===== src/rtl/pipe_hazard_ctrl_pkg.sv =====
// Shared pipeline-control definitions: exception bit indices, controller FSM
// encodings and mcause codes used by the hazard/trap controller.
package pipe_hazard_ctrl_pkg;

  localparam int EXCEPTION_WIDTH = 4;
  localparam int EXC_ILLEGAL     = 0;
  localparam int EXC_ECALL       = 1;
  localparam int EXC_EBREAK      = 2;
  localparam int EXC_MRET        = 3;

  typedef enum logic [1:0] {
    ST_RUN      = 2'd0,
    ST_DRAIN    = 2'd1,
    ST_REDIRECT = 2'd2
  } ctrl_state_e;

  localparam logic [3:0] MCAUSE_ILLEGAL = 4'd2;
  localparam logic [3:0] MCAUSE_EBREAK  = 4'd3;
  localparam logic [3:0] MCAUSE_ECALL_M = 4'd11;

  // Several flags may be raised together; illegal wins, then ebreak, then ecall.
  function automatic logic [3:0] exc_to_cause(input logic illegal, input logic ebreak);
    if (illegal)     return MCAUSE_ILLEGAL;
    else if (ebreak) return MCAUSE_EBREAK;
    else             return MCAUSE_ECALL_M;
  endfunction

endpackage


===== src/rtl/pipe_hazard_ctrl_if.sv =====
// Bundle between the pipeline stages/CSR unit and the central hazard controller.
interface pipe_hazard_ctrl_if #(
  parameter int XLEN      = 32,
  parameter int EXC_WIDTH = 4
);
  logic                 de_valid;
  logic [4:0]           de_rs1;
  logic [4:0]           de_rs2;
  logic                 ex_valid;
  logic [4:0]           ex_rd;
  logic                 ex_load;
  logic [EXC_WIDTH-1:0] ex_exception;
  logic [XLEN-1:0]      ex_pc;
  logic                 ex_branch_taken;
  logic [XLEN-1:0]      ex_target;
  logic                 mem_busy;
  logic [XLEN-1:0]      csr_mtvec;
  logic [XLEN-1:0]      csr_mepc;
  logic                 stall_out;
  logic                 flush_out;
  logic                 redirect_valid;
  logic [XLEN-1:0]      redirect_pc;
  logic                 trap_valid;
  logic [3:0]           trap_cause;
  logic [XLEN-1:0]      trap_epc;
  logic                 mret_valid;
  logic                 busy;

  modport master (
    input  de_valid, de_rs1, de_rs2, ex_valid, ex_rd, ex_load, ex_exception,
           ex_pc, ex_branch_taken, ex_target, mem_busy, csr_mtvec, csr_mepc,
    output stall_out, flush_out, redirect_valid, redirect_pc, trap_valid,
           trap_cause, trap_epc, mret_valid, busy
  );

  modport slave (
    output de_valid, de_rs1, de_rs2, ex_valid, ex_rd, ex_load, ex_exception,
           ex_pc, ex_branch_taken, ex_target, mem_busy, csr_mtvec, csr_mepc,
    input  stall_out, flush_out, redirect_valid, redirect_pc, trap_valid,
           trap_cause, trap_epc, mret_valid, busy
  );
endinterface


===== src/rtl/pipe_hazard_ctrl_hazard_detect.sv =====
// Load-use compare: a load in execute feeding a source register of decode.
module hazard_detect (
  input  logic       de_valid,
  input  logic [4:0] de_rs1,
  input  logic [4:0] de_rs2,
  input  logic       ex_valid,
  input  logic       ex_load,
  input  logic [4:0] ex_rd,
  output logic       load_use
);
  // x0 is never a real dependency.
  assign load_use = de_valid && ex_valid && ex_load && (ex_rd != 5'd0) &&
                    ((ex_rd == de_rs1) || (ex_rd == de_rs2));
endmodule


===== src/rtl/pipe_hazard_ctrl.sv =====
// Central RV32I pipeline controller: load-use stall, memory-wait freeze, branch
// redirect, and trap/MRET sequencing (drain, then redirect and pulse the CSR unit).
module pipe_hazard_ctrl
  import pipe_hazard_ctrl_pkg::*;
#(
  parameter int XLEN         = 32,
  parameter int DRAIN_CYCLES = 2,
  parameter int EXC_WIDTH    = EXCEPTION_WIDTH
) (
  input  logic               clk,
  input  logic               rstn,
  pipe_hazard_ctrl_if.master bus
);
  localparam logic [3:0] DRAIN_INIT = 4'(DRAIN_CYCLES);

  ctrl_state_e     state_q, state_d;
  logic [3:0]      cnt_q, cnt_d;
  logic [XLEN-1:0] target_q, target_d;
  logic [XLEN-1:0] epc_q, epc_d;
  logic [3:0]      cause_q, cause_d;
  logic            mret_q, mret_d;
  logic            trap_valid_q, trap_valid_d;
  logic            mret_valid_q, mret_valid_d;
  logic [3:0]      trap_cause_q, trap_cause_d;
  logic [XLEN-1:0] trap_epc_q, trap_epc_d;

  logic            load_use, exc;
  logic            flush, redirect;
  logic [XLEN-1:0] redirect_pc;

  hazard_detect u_hazard_detect (
    .de_valid (bus.de_valid),
    .de_rs1   (bus.de_rs1),
    .de_rs2   (bus.de_rs2),
    .ex_valid (bus.ex_valid),
    .ex_load  (bus.ex_load),
    .ex_rd    (bus.ex_rd),
    .load_use (load_use)
  );

  assign exc = bus.ex_valid && (|bus.ex_exception);

  always_comb begin
    state_d      = state_q;
    cnt_d        = cnt_q;
    target_d     = target_q;
    epc_d        = epc_q;
    cause_d      = cause_q;
    mret_d       = mret_q;
    trap_valid_d = 1'b0;
    mret_valid_d = 1'b0;
    trap_cause_d = trap_cause_q;
    trap_epc_d   = trap_epc_q;
    flush        = 1'b0;
    redirect     = 1'b0;
    redirect_pc  = '0;
    unique case (state_q)
      ST_RUN: begin
        // A busy memory freezes execute, so its exception/branch is re-presented later.
        if (!bus.mem_busy) begin
          if (exc) begin
            epc_d   = bus.ex_pc;
            mret_d  = bus.ex_exception[EXC_MRET];
            cause_d = exc_to_cause(bus.ex_exception[EXC_ILLEGAL],
                                   bus.ex_exception[EXC_EBREAK]);
            target_d = bus.ex_exception[EXC_MRET] ? bus.csr_mepc : bus.csr_mtvec;
            cnt_d   = DRAIN_INIT;
            flush   = 1'b1;
            state_d = ST_DRAIN;
          end else if (bus.ex_branch_taken) begin
            redirect    = 1'b1;
            redirect_pc = bus.ex_target;
            flush       = 1'b1;
          end
        end
      end
      ST_DRAIN: begin
        flush = 1'b1;
        if (!bus.mem_busy) begin
          cnt_d = cnt_q - 4'd1;
          // Pulse registers are loaded here so they line up with the REDIRECT cycle.
          if (cnt_q == 4'd1) begin
            state_d      = ST_REDIRECT;
            trap_valid_d = !mret_q;
            mret_valid_d = mret_q;
            if (!mret_q) begin
              trap_cause_d = cause_q;
              trap_epc_d   = epc_q;
            end
          end
        end
      end
      ST_REDIRECT: begin
        redirect    = 1'b1;
        redirect_pc = target_q;
        flush       = 1'b1;
        state_d     = ST_RUN;
      end
      default: state_d = ST_RUN;
    endcase
  end

  always_ff @(posedge clk or negedge rstn) begin
    if (!rstn) begin
      state_q      <= ST_RUN;
      cnt_q        <= '0;
      target_q     <= '0;
      epc_q        <= '0;
      cause_q      <= '0;
      mret_q       <= 1'b0;
      trap_valid_q <= 1'b0;
      mret_valid_q <= 1'b0;
      trap_cause_q <= '0;
      trap_epc_q   <= '0;
    end else begin
      state_q      <= state_d;
      cnt_q        <= cnt_d;
      target_q     <= target_d;
      epc_q        <= epc_d;
      cause_q      <= cause_d;
      mret_q       <= mret_d;
      trap_valid_q <= trap_valid_d;
      mret_valid_q <= mret_valid_d;
      trap_cause_q <= trap_cause_d;
      trap_epc_q   <= trap_epc_d;
    end
  end

  assign bus.stall_out      = bus.mem_busy ||
                              ((state_q == ST_RUN) && !exc && !bus.ex_branch_taken && load_use);
  assign bus.flush_out      = flush;
  assign bus.redirect_valid = redirect;
  assign bus.redirect_pc    = redirect_pc;
  assign bus.trap_valid     = trap_valid_q;
  assign bus.trap_cause     = trap_cause_q;
  assign bus.trap_epc       = trap_epc_q;
  assign bus.mret_valid     = mret_valid_q;
  assign bus.busy           = (state_q != ST_RUN);

endmodule


===== src/flat_wrapper.sv =====
// flat-port wrapper written by rule: the top's interface ports become plain ports
module pipe_hazard_ctrl_flat import pipe_hazard_ctrl_pkg::*;
#(
  parameter int XLEN         = 32,
  parameter int DRAIN_CYCLES = 2,
  parameter int EXC_WIDTH    = EXCEPTION_WIDTH
)
  (clk, rstn, bus_de_valid, bus_de_rs1, bus_de_rs2, bus_ex_valid, bus_ex_rd, bus_ex_load, bus_ex_exception, bus_ex_pc, bus_ex_branch_taken, bus_ex_target, bus_mem_busy, bus_csr_mtvec, bus_csr_mepc, bus_stall_out, bus_flush_out, bus_redirect_valid, bus_redirect_pc, bus_trap_valid, bus_trap_cause, bus_trap_epc, bus_mret_valid, bus_busy);
  pipe_hazard_ctrl_if #(.XLEN(XLEN), .EXC_WIDTH(EXC_WIDTH)) bus_i ();
  input  logic clk;
  input  logic rstn;
  input wire logic [$bits(bus_i.de_valid)-1:0] bus_de_valid;
  input wire logic [$bits(bus_i.de_rs1)-1:0] bus_de_rs1;
  input wire logic [$bits(bus_i.de_rs2)-1:0] bus_de_rs2;
  input wire logic [$bits(bus_i.ex_valid)-1:0] bus_ex_valid;
  input wire logic [$bits(bus_i.ex_rd)-1:0] bus_ex_rd;
  input wire logic [$bits(bus_i.ex_load)-1:0] bus_ex_load;
  input wire logic [$bits(bus_i.ex_exception)-1:0] bus_ex_exception;
  input wire logic [$bits(bus_i.ex_pc)-1:0] bus_ex_pc;
  input wire logic [$bits(bus_i.ex_branch_taken)-1:0] bus_ex_branch_taken;
  input wire logic [$bits(bus_i.ex_target)-1:0] bus_ex_target;
  input wire logic [$bits(bus_i.mem_busy)-1:0] bus_mem_busy;
  input wire logic [$bits(bus_i.csr_mtvec)-1:0] bus_csr_mtvec;
  input wire logic [$bits(bus_i.csr_mepc)-1:0] bus_csr_mepc;
  output wire logic [$bits(bus_i.stall_out)-1:0] bus_stall_out;
  output wire logic [$bits(bus_i.flush_out)-1:0] bus_flush_out;
  output wire logic [$bits(bus_i.redirect_valid)-1:0] bus_redirect_valid;
  output wire logic [$bits(bus_i.redirect_pc)-1:0] bus_redirect_pc;
  output wire logic [$bits(bus_i.trap_valid)-1:0] bus_trap_valid;
  output wire logic [$bits(bus_i.trap_cause)-1:0] bus_trap_cause;
  output wire logic [$bits(bus_i.trap_epc)-1:0] bus_trap_epc;
  output wire logic [$bits(bus_i.mret_valid)-1:0] bus_mret_valid;
  output wire logic [$bits(bus_i.busy)-1:0] bus_busy;
  assign bus_i.de_valid = bus_de_valid;
  assign bus_i.de_rs1 = bus_de_rs1;
  assign bus_i.de_rs2 = bus_de_rs2;
  assign bus_i.ex_valid = bus_ex_valid;
  assign bus_i.ex_rd = bus_ex_rd;
  assign bus_i.ex_load = bus_ex_load;
  assign bus_i.ex_exception = bus_ex_exception;
  assign bus_i.ex_pc = bus_ex_pc;
  assign bus_i.ex_branch_taken = bus_ex_branch_taken;
  assign bus_i.ex_target = bus_ex_target;
  assign bus_i.mem_busy = bus_mem_busy;
  assign bus_i.csr_mtvec = bus_csr_mtvec;
  assign bus_i.csr_mepc = bus_csr_mepc;
  assign bus_stall_out = bus_i.stall_out;
  assign bus_flush_out = bus_i.flush_out;
  assign bus_redirect_valid = bus_i.redirect_valid;
  assign bus_redirect_pc = bus_i.redirect_pc;
  assign bus_trap_valid = bus_i.trap_valid;
  assign bus_trap_cause = bus_i.trap_cause;
  assign bus_trap_epc = bus_i.trap_epc;
  assign bus_mret_valid = bus_i.mret_valid;
  assign bus_busy = bus_i.busy;
  pipe_hazard_ctrl #(.XLEN(XLEN), .DRAIN_CYCLES(DRAIN_CYCLES), .EXC_WIDTH(EXC_WIDTH)) u_core (.clk(clk), .rstn(rstn), .bus(bus_i));
endmodule

===== config.mk =====
export PLATFORM = sky130hd
export DESIGN_NAME = pipe_hazard_ctrl_flat
export DESIGN_NICKNAME = d
export VERILOG_FILES = /design/src/rtl/pipe_hazard_ctrl_pkg.sv /design/src/rtl/pipe_hazard_ctrl_if.sv /design/src/rtl/pipe_hazard_ctrl_hazard_detect.sv /design/src/rtl/pipe_hazard_ctrl.sv /design/src/flat_wrapper.sv
export SDC_FILE = /design/constraint.sdc
export NUM_CORES = 1
export LEC_CHECK = 0
export ABC_AREA = 1
export BUFFER_PORTS_ARGS = -buffer_cell sky130_fd_sc_hd__buf_2
export CORE_AREA = 2 2 126 92
export CTS_CLUSTER_DIAMETER = 100
export CTS_CLUSTER_SIZE = 24
export DETAILED_ROUTE_END_ITERATION = 8
export DIE_AREA = 0 0 128 94
export PLACE_DENSITY_LB_ADDON = 0.3
export SLEW_MARGIN = 20
export SYNTH_ARGS = -nofsm -noshare
export SYNTH_HDL_FRONTEND = slang
export SYNTH_SLANG_ARGS = --single-unit

===== constraint.sdc =====
create_clock -name clk -period 3.85 [get_ports clk]
set_input_delay 0 -clock clk [delete_from_list [all_inputs] [get_ports clk]]
set_output_delay 0 -clock clk [all_outputs]
set_load 0.05 [all_outputs]

* Word level (Yosys, flattened, before mapping)
Cells that the tools add are included.
Storage, ports and cells: register bits 113, input port bits 154, output and inout bits 74, word-level logic and storage cells 74
Cells by class: add/subtract/negate cells 1, equality and inequality tests 9, multiplexer cells 29, bitwise operators 2, reductions and logical operators 23
Operators by type and width (count):
- $mux W32 | 4
- $pmux W32 S2 | 1
- $mux W4 | 5
- $reduce_and A4 Y1 | 3
- $mux W1 | 11
- $eq A5 B5 Y1 | 2
- $logic_and A1 B1 Y1 | 8
- $mux W2 | 4
- $pmux W4 S2 | 1
- $reduce_bool A5 Y1 | 1
- $eq A4 B1 Y1 const B | 1
- $ne A2 B1 Y1 const B | 2
- $ne A2 B2 Y1 const B | 2
- $pmux W1 S2 | 2
- $pmux W2 S2 | 1
- $reduce_bool A2 Y1 | 2
- $reduce_or A4 Y1 | 1
- $sub A4 B1 Y4 const B | 1
- $logic_not A1 Y1 | 3
- $reduce_and A3 Y1 | 1
- $eq A2 B1 Y1 const B | 1
- $eq A2 B2 Y1 const B | 1
- $logic_not A2 Y1 | 1
- $logic_or A1 B1 Y1 | 2
- other kinds (2) | 3

* Logic depth before layout (Yosys ltp)
word-level depth 7, depth in mapped cells 9

* Hierarchy
Synthesis repeated with hierarchy kept, for this count alone.
Unflattened totals: cells, all modules 702, area, all modules 5471.5 um^2
By module, submodules not included:
- pipe_hazard_ctrl | times used 1, cells an instance 657, area an instance 5275.1 um^2
- hazard_detect | times used 1, cells an instance 45, area an instance 196.4 um^2

* Worst setup path after synthesis
No wires, ideal clock.
kind register -> output, start register u_core.state_q[0], end output bus_flush_out, data arrival time 2.172 ns, data required time 3.850 ns, slack 1.678 ns, cell stages (with the launch flop) 9, buffers on the path 2, cell sequence dfrtp_1 inv_1 ha_1 inv_2 nor2_8 nand3_4 buf_6 buf_4 a31oi_1
On the way: longest elaborated chain between the ends 3, elaborated cells on any way between the ends 5, those cells by class eq/ne: 2; mux: 1; reduce/logical: 2
RTL lines:
- start, declared | line pipe_hazard_ctrl.sv:16 | ctrl_state_e state_q, state_d;
- start signal, assigned | line pipe_hazard_ctrl.sv:116 | state_q <= state_d;
- $eq A2 B2 Y1 / $eq A2 B1 Y1 (equally long branches) | line pipe_hazard_ctrl.sv:57 | unique case (state_q)
- $reduce_or A2 Y1 (no line)
- $pmux W1 S2 * | line pipe_hazard_ctrl.sv:57
- end, declared | line flat_wrapper.sv:26 | output wire logic [$bits(bus_i.flush_out)-1:0] bus_flush_out;
Every way passes the cells marked *; elsewhere a longest branch is shown, timed or not.

* Final worst setup path
start register u_core.state_q[0], end register u_core.target_q[3]
On the way: longest elaborated chain between the ends 2
RTL lines:
- $logic_not A2 Y1 | line pipe_hazard_ctrl.sv:57
- $reduce_and A3 Y1 (no line)
- end signal, assigned | line pipe_hazard_ctrl.sv:118 | target_q <= target_d;
- end, declared | line pipe_hazard_ctrl.sv:18 | logic [XLEN-1:0] target_q, target_d;
Every way passes these cells. A chain may end at the register's enable or synchronous reset.

==> results by stage <==
Clock tree:
- The maximum clock insertion buffer count is 2.
- Clock-pin slew was measured on the worst setup and hold paths at 70 ps.
- The number of buffers inserted to repair setup after CTS is 0.
- The H-tree was split into 3 levels.
- For this design, the sink count on the clock tree is 111.
- The insertion delay of the later-clocked pin in the worst-skew pair is 350 ps.
- Post-CTS repair changed the size of 0 cells.
- The root cell of the clock tree is sky130_fd_sc_hd__clkbuf_16.
- The clock buffer count from CTS is 9.
- The CTS tree is done.

Synth:
- Of the post-synthesis cell area, the part taken by muxes is 0%.
- The number of different library cells in the post-synthesis netlist is 26.
- The fraction of the mapped netlist area in compound gates is 15.0%.
- The dominant combinational cell family by area after synthesis is simple AND/OR/NAND/NOR gates.
- During synthesis, Yosys emitted a total of 0 warnings.
- The synthesized instance count is 675.
- The synthesized netlist devotes 1.37% of its cell area to adder and majority cells.
- The xor and xnor area share after synthesis is 0.478%.
- The number of register bits inferred by synthesis is 111.
- The dominant cell type by area after synthesis is sky130_fd_sc_hd__dfrtp_1.
- The share of synthesized cell area in and, or, nand and nor gates is 20.8%.
- Synthesis produced a netlist with a net count of 835.
- By area the synthesized netlist is led by sky130_fd_sc_hd__dfrtp_1 (51%), sky130_fd_sc_hd__nand2_1 (14%), sky130_fd_sc_hd__inv_1 (7.4%).
- In this run, synthesis inferred 0 flip-flops with an integrated enable.
- The combined area of all synthesized cells is 0.00550 mm².
- sky130_fd_sc_hd__nand2_1 is the most common cell in the netlist.
- Summing the sequential cell areas from Yosys gives 50.5% of the chip area.
- A synthesized cell averages 8.15 µm².
- The commonest register cell after synthesis is sky130_fd_sc_hd__dfrtp_1.
- The proportion of netlist area held by the largest area contributor is 50.5%.
- The commonest cells after synthesis are sky130_fd_sc_hd__nand2_1 (198), sky130_fd_sc_hd__dfrtp_1 (111), sky130_fd_sc_hd__inv_1 (109), sky130_fd_sc_hd__nor2_1 (79), sky130_fd_sc_hd__o21ai_0 (40).
- The fraction of synthesis flops using an asynchronous set or reset pin is 100%.

STA:
- The final cycle utilization of the critical path is 71.3%.
- Clock skew on the completed layout was measured at 7.08 ps.
- The hold violation count in the final report is 0.
- The final critical path time including I/O delays and setup is 2750 ps.
- For the pin with the worst max-slew slack, the measured transition is 1130 ps.
- Setup total negative slack on the finished layout was measured at 0 ps.
- Derived from the worst setup path, the maximum achievable clock frequency is 364 MHz.
- Setup repair after global routing left no endpoint under its margin.
- In this run the tightest slew margin relative to its limit is 24.7%.
- The final number of max-transition violations was 0.
- Setup violations remaining at the end of the flow were counted as 0.

Floorplan:
- The total area inside the core boundary comes to 0.0107 mm².
- Measured along the x axis, the die boundary spans 128 µm.
- In this run the count of I/O pins placed on the die edge is 228.
- Once the floorplan was initialized, standard cells occupied 51.2% of the core.
- The floorplan die area is 0.0120 mm².
- The die is 94 µm tall.
- After floorplanning, the core was divided into 32 placement rows.

Global routing:
- The total global-route track usage is 26.3%.
- The pin count of the biggest net entering global routing is 73.
- The global route total overflow is 0.
- The initial antenna violation count is 0.
- The number of global-route vias before repair is 5308.
- The first global-routing pass estimated 24900 µm of wire.

Detailed routing:
- The count of nets left with antenna violations once routing finished came out at 0.
- The per-cell routed wire length is 14.0 µm.
- The mean number of vias per cell is 4.89.
- The final wirelength is 15700 µm.
- The first detailed-routing pass ran for 5 iterations.
- The first routing iteration left 303 violations.
- Across all layers, the routed design uses 5463 vias.
- The number of design rule violations left after detail routing is 0.

Power:
- Across the VDD grid, the largest voltage drop is 0.324 mV.
- The total power divided by cell area is 739 mW/mm².
- In this run the static leakage power is 0.00444 µW.
- The total power of the final layout is 5830 µW.

Cells and area:
- The number of diodes is 0.
- The area added between synthesis and finish is 43.5%.
- The final-stage net count is 1136.
- The post-route non-filler standard cell count is 1117.
- The fraction of layout cells with a size suffix above 1 is 27.9%.
- The filler cells instantiated in the layout total 810.
- The post-route standard cell area excluding fillers is 0.00789 mm².

Critical path:
- The critical path is of the flop to flop type.
- The type of element capturing the critical path is a flop.
- For the worst setup path, the data required time is 4130 ps.
- The worst setup path is launched from a flop.
- Data arrives at the worst endpoint at 3030 ps.
- The maximum fanout along the worst path is 51.

Place:
- The count of buffers from port buffering is 226.
- Routability-driven placement finished with a final weighted congestion of 0.792.
- After detailed placement, the design holds a cell count of 1005.
- In this run the cell area measured after placement is 0.00660 mm².
- The post-detailed-placement half-perimeter wirelength is 10300 µm.

Status:
- The flow ran to the end, and the final reports show no timing, DRC or antenna violations.

Min path:
- The class of the tightest hold or removal check is input pin to flop.

Run:
- The tool flagged a number of max-cap violations equal to 0.
## per-layer routing
metal / vias up / track usage, % / part of all wire, %
li1: 2702 / - / -
met5: - / 0 / 0
met4: 0 / 7.23 / 1.5
met3: 19 / 5.64 / 5.8
met2: 197 / 45.7 / 50
met1: 2545 / 33.6 / 43
## layout by cell type (no fill, tap or decap), drive strengths merged, types with 2 or more instances in the layout
| master | n |
|---|---|
| buf | 229 |
| nand2 | 198 |
| inv | 114 |
| dfrtp | 111 |
| dlygate4sd3 | 96 |
| nor2 | 81 |
| o21ai | 53 |
| o22ai | 32 |
| o31ai | 32 |
| clkbuf | 10 |
| nand3 | 9 |
| ha | 6 |
| xnor2 | 2 |
| bufinv | 2 |
## critical path, stage by stage, from the launching register on
cell and delay (ps):
sky130_fd_sc_hd__dfrtp_1 400, sky130_fd_sc_hd__inv_1 80, sky130_fd_sc_hd__ha_1 250, sky130_fd_sc_hd__inv_2 140
sky130_fd_sc_hd__nor2_8 60, sky130_fd_sc_hd__nand3_4 330, sky130_fd_sc_hd__buf_4 580, sky130_fd_sc_hd__nand2_1 140
sky130_fd_sc_hd__o31ai_1 90, sky130_fd_sc_hd__dlygate4sd3_1 580
## final timing paths
kind,from,endpoint,slack [ps],cells past startpoint
worst min register to register,u_core.cause_q[1],u_core.cause_q[1],460,2
max in group asynchronous,rstn,u_core.epc_q[25],2490,3
worst max register to register,u_core.state_q[0],u_core.target_q[3],1100,9
min in group asynchronous,rstn,u_core.bus.trap_epc[22],320,2
worst min-delay path,bus_csr_mtvec[16],u_core.target_q[16],10,3
worst max-delay path,u_core.state_q[0],u_core.target_q[3],1100,9
## stage by stage
step | hold WS (ps) | utilization [%] | setup slack, ps
global route | 14.9 | 73.6 | 877
finish | 13.1 | 73.6 | 1100
global placement | 182 | 61.5 | 1540
CTS | 4.78 | 73.6 | 1130
detailed placement | 184 | 61.5 | 1430
floorplan | -296 | - | 1680
## cell families (layout without fill, tap and decap cells)
| group | after synthesis | in the layout |
|---|---|---|
| AND/OR/NAND/NOR | 289 | 289 |
| adder cells (fa/ha/maj) | 6 | 6 |
| buffers and inverters | 146 | 452 |
| other | 1 | 1 |
| AO/OA/AOI/OAI | 119 | 119 |
| flip-flops | 111 | 111 |
| XOR/XNOR | 3 | 3 |
## power by group
group | switching (µW) | leakage, µW | internal (µW)
Combinational | 1920 | 0.00286 | 904
Clock | 442 | 0.000166 | 599
Sequential | 265 | 0.00141 | 1700
Total | 2630 | 0.00444 | 3200
## area by class of cell
| type | instances | area [µm²] | share of cell area [%] |
|---|---|---|---|
| clock buffers | 10 | 239 | 3.03 |
| clock inverters | 6 | 97.6 | 1.24 |
| inverters | 111 | 417 | 5.28 |
| multi-input cells | 418 | 2080 | 26.3 |
| flip-flops and latches | 111 | 2780 | 35.2 |
| well taps | 136 | 170 | 2.16 |
| repair buffers | 325 | 2120 | 26.8 |
## state kept, by name, indices dropped and copies added (netlist names)
signal and count:
u_core.epc_q 32, u_core.bus.trap_epc 32, u_core.target_q 32, u_core.cause_q 3
u_core.state_q 2, u_core.mret_q 1, u_core.bus.trap_valid 1, u_core.bus.trap_cause 3
u_core.bus.mret_valid 1, u_core.cnt_q 4
## repair_timing
action / in CTS / in global routing
hold buffers: 96 / 0
setup endpoints to repair: 0 / 0
hold endpoints to repair: 136 / 0
Note: power is estimated with default switching activity, not from simulation.
